==> src/rtl/signex_pkg.sv <==
// Shared datapath constants for the immediate path.
package signex_pkg;

  // Width of the instruction immediate field.
  localparam int unsigned IMM_W  = 16;
  // Width of a datapath word.
  localparam int unsigned WORD_W = 32;

endpackage : signex_pkg

==> src/rtl/signex.sv <==
// Registered sign-extension of an instruction immediate to a datapath word.
module signex
  import signex_pkg::*;
#(
  parameter int unsigned IN_W  = IMM_W,
  parameter int unsigned OUT_W = WORD_W
) (
  input  logic             clk,
  input  logic             rst_n,
  input  logic [IN_W-1:0]  in,
  output logic [OUT_W-1:0] out
);

  // The replicate count below is only meaningful when the output is wider.
  if (OUT_W <= IN_W) begin : g_width_check
    $fatal(1, "signex: OUT_W (%0d) must be greater than IN_W (%0d)", OUT_W, IN_W);
  end

  logic [OUT_W-1:0] out_d;
  logic [OUT_W-1:0] out_q;

  // Replicate the sign bit into the upper bits; lower bits copy the input.
  always_comb begin
    out_d = {{(OUT_W-IN_W){in[IN_W-1]}}, in};
  end

  // Output register, cleared asynchronously while reset is held.
  always_ff @(posedge clk or negedge rst_n) begin
    if (!rst_n) begin
      out_q <= '0;
    end else begin
      out_q <= out_d;
    end
  end

  assign out = out_q;

endmodule : signex

==> config.mk <==
export PLATFORM = sky130hd
export DESIGN_NAME = signex
export DESIGN_NICKNAME = d
export VERILOG_FILES = /design/src/rtl/signex_pkg.sv /design/src/rtl/signex.sv
export SDC_FILE = /design/constraint.sdc
export NUM_CORES = 1
export LEC_CHECK = 0
export CAP_MARGIN = 20
export CELL_PAD_IN_SITES_DETAIL_PLACEMENT = 0
export CELL_PAD_IN_SITES_GLOBAL_PLACEMENT = 1
export CORE_AREA = 2 2 53 55
export CTS_BUF_LIST = sky130_fd_sc_hd__clkbuf_4
export CTS_CLUSTER_DIAMETER = 50
export DETAILED_ROUTE_END_ITERATION = 10
export DIE_AREA = 0 0 55 57
export GPL_TIMING_DRIVEN = 0
export PLACE_DENSITY = 0.82
export SYNTH_ARGS = -nofsm -noshare
export SYNTH_HDL_FRONTEND = slang
export SYNTH_SLANG_ARGS = --single-unit
export TNS_END_PERCENT = 20
==> constraint.sdc <==
create_clock -name clk -period 1 [get_ports clk]
set_input_delay 0.25 -clock clk [delete_from_list [all_inputs] [get_ports clk]]
set_output_delay 0.25 -clock clk [all_outputs]
set_load 0.02 [all_outputs]
== Word level (Yosys, flattened, before mapping) ==
Cells that the tools add are included.

* Flip-flop bits (word level): 16
* Bits of input ports: 18
* Logic and storage cells: 1

== Logic depth before layout (Yosys ltp) ==
* Depth in word-level cells: 0
* Gate-level depth with buffers: 1

== Worst setup path before layout ==
OpenSTA, ideal clock, no wires.

* Kind: register -> output
* Start: register, netlist name out[15]
* End: output out[16]
* Arrival time: 885 ps
* Required time: 750 ps
* Slack: -135 ps
* Stages on the path, launching flop included: 2
* Cell sequence: dfrtp_1 -> buf_4

{| class="wikitable"
|+ RTL lines
! element !! line !! text
|-
| end: declaration || signex.sv:11 || <nowiki>output logic [OUT_W-1:0] out</nowiki>
|}

No word-level cell between the ends.

== Final worst setup path ==
* Start: register, netlist name out[15]
* End: output out[25]

No word-level cell between the ends.

==> flow_metrics.env <==
export IMPL_status="complete, but fails checks"
export IMPL_violations="setup timing"
export IMPL_drt_iter0_markers=0
export IMPL_ys_types=2
export IMPL_avgViaCountPerCell=3.44
export IMPL_syn_nets=50
export IMPL_powerDensity_nw_per_um2=1290
export IMPL_crit_path_end_kind="output port"
export IMPL_utilization_pct=40.4
export IMPL_cts_tree="built"
export IMPL_clkTransAtPathRegs_ps=90
export IMPL_cts_inserted_buffers=3
export IMPL_cts_buffer_depth=2
export IMPL_drive_gt1_share_pct=61.6
export IMPL_gp_congestion=0.611
export IMPL_multiInputCombCellCount=0
export IMPL_fin_nets=105
export IMPL_dieWidth_um=55
export IMPL_postLayoutSetupSlackWorst_ps=-346
export IMPL_portBuffers=49
export IMPL_wl_per_cell_um=8.84
export IMPL_core_sq_um=2620
export IMPL_grt_max_degree=18
export IMPL_grt_pass1_vias=366
export IMPL_die_area_sq_um=3140
export IMPL_tightest_slew_ps=638
export IMPL_numClockSinks=16
export IMPL_maxCapViolations=0
export IMPL_grt_first_pass_wirelength_um=1520
export IMPL_hold_buffers=0
export IMPL_async_reset_ff_share_pct=100
export IMPL_setup_viol=32
export IMPL_largest_register_ffs=16
export IMPL_grt_setup_unrepaired="yes"
export IMPL_antenna_cells=0
export IMPL_start_kind="register"
export IMPL_cts_root_buffer="clkbuf_4"
export IMPL_synthTopCellsByArea="dfrtp_1, buf_4"
export IMPL_drt_total_wl_um=1030
export IMPL_p_seq_share_pct=50.5
export IMPL_power_internal_w=0.00102
export IMPL_grt_ovfl_total=0
export IMPL_ys_warn_count=0
export IMPL_timing_final_crit_period_ps=1350
export IMPL_yosys_area_top_type="dfrtp_1"
export IMPL_dp_hpwl_um=892
export IMPL_synth_area_sq_um=520
export IMPL_initial_core_util_pct=19.9
export IMPL_ir_drop_uv=824
export IMPL_chipHeight_um=57
export IMPL_ys_ff_latch=16
export IMPL_yosysSeqAreaShare_pct=76.9
export IMPL_ys_flop_type="dfrtp_1"
export IMPL_pwr_share_comb_pct=25.3
export IMPL_vias=403
export IMPL_pwr_share_clk_pct=24.1
export IMPL_cp_required_ps=750
export IMPL_multiInputGateArea_sq_um=0
export IMPL_synth_area_per_cell_sq_um=16.3
export IMPL_crit_fanout=17
export IMPL_htreeDepth=1
export IMPL_critPathArrivalTime_ps=1100
export IMPL_ios=50
export IMPL_firstDrtPassIters=1
export IMPL_critPathKind="register to output port"
export IMPL_fin_crit_sh_pct=135
export IMPL_synth_top_area_share_pct=76.9
export IMPL_max_freq_mhz=743
export IMPL_syn_inst=32
export IMPL_yosys_top_cells_count="buf_4, dfrtp_1"
export IMPL_area_delta_synth_final_pct=103
export IMPL_hold_viol=0
export IMPL_hold_ws_ps=357
export IMPL_synth_edf_count=0
export IMPL_power_leakage_nw=0.520
export IMPL_netSwitchingFraction_pct=25.3
export IMPL_antenna_found_initial=0
export IMPL_power_switching_w=0.000344
export IMPL_fp_row_count=19
export IMPL_drc=0
export IMPL_final_max_slew_viol_count=0
export IMPL_min_path_type="input port to async pin"
export IMPL_grt_total_usage_pct=6.80
export IMPL_relSlewSlack_pct=57.3
export IMPL_antenna_left=0
==> cell families after synthesis <==
family | count (synthesis) | share of synthesized area, %
flip-flops | 16 | 76.9
buffers and inverters | 16 | 23.1
==> layout by cell type (no fill, tap or decap) <==
cell,netlist,layout
clkbuf_4,0,3
buf_6,0,19
dfrtp_1,16,15
dfrtp_2,0,1
clkinv_1,0,1
clkdlybuf4s50_1,0,17
buf_12,0,1
buf_2,0,13
buf_4,16,16
==> critical path, cell delays in order, from the launching register on <==
cell     delay [ps]
dfrtp_2         420
buf_12          140
buf_4           130
buf_6           120
==> final timing paths <==
| kind | startpoint | end | slack (ps) | cells past startpoint |
|---|---|---|---|---|
| max in group asynchronous | rst_n | out[15]$_DFF_PN0_ | 200 | 1 |
| setup / recovery | out[15]$_DFF_PN0_ | out[25] | -350 | 3 |
| hold / removal | rst_n | out[9]$_DFF_PN0_ | 360 | 1 |
| min in group clk | in[8] | out[8]$_DFF_PN0_ | 400 | 1 |
==> stage by stage <==
stage                     worst slack [ps]  std cells  cell area (sq um)  power, W  TNS, ps
final                                 -346        117               1060   0.00136    -6390
after global routing                  -391        117               1060   0.00143    -7660
after CTS                             -385        117               1010   0.00137    -7190
after detailed placement              -519        112               1050   0.00105   -13410
after global placement                -484        112               1050   0.00105   -11980
after floorplan                       29.3         32                522  0.000843        0
==> area by class of cell <==
class	count	area, sq um
clock inverters	1	3.75
flip-flops and latches	16	402
repair buffers	50	469
plain buffers	16	120
well taps	31	38.8
clock buffers	3	22.5
fillers	242	1560
==> metal layers <==
metal  wire length, um  GRT usage (%)
met5                 0              0
met4                15           5.23
met3               203           3.14
met2               483           10.9
met1               331           6.48
==> what timing repair did <==
action	CTS	global route
endpoints found under the setup margin	32	32
setup buffers	1	0
resized for setup	152	14
==> power by group through the flow <==
stage	clock network [W]	logic [W]	registers, W
2_1_floorplan	0	0.0000914	0.000752
3_3_place_gp	0	0.000341	0.000708
3_5_place_dp	0	0.000343	0.000711
4_1_cts	0.000353	0.000332	0.000688
5_1_grt	0.000368	0.000369	0.000693
6_report	0.000329	0.000345	0.000689
(Power assumes the default switching activity.)
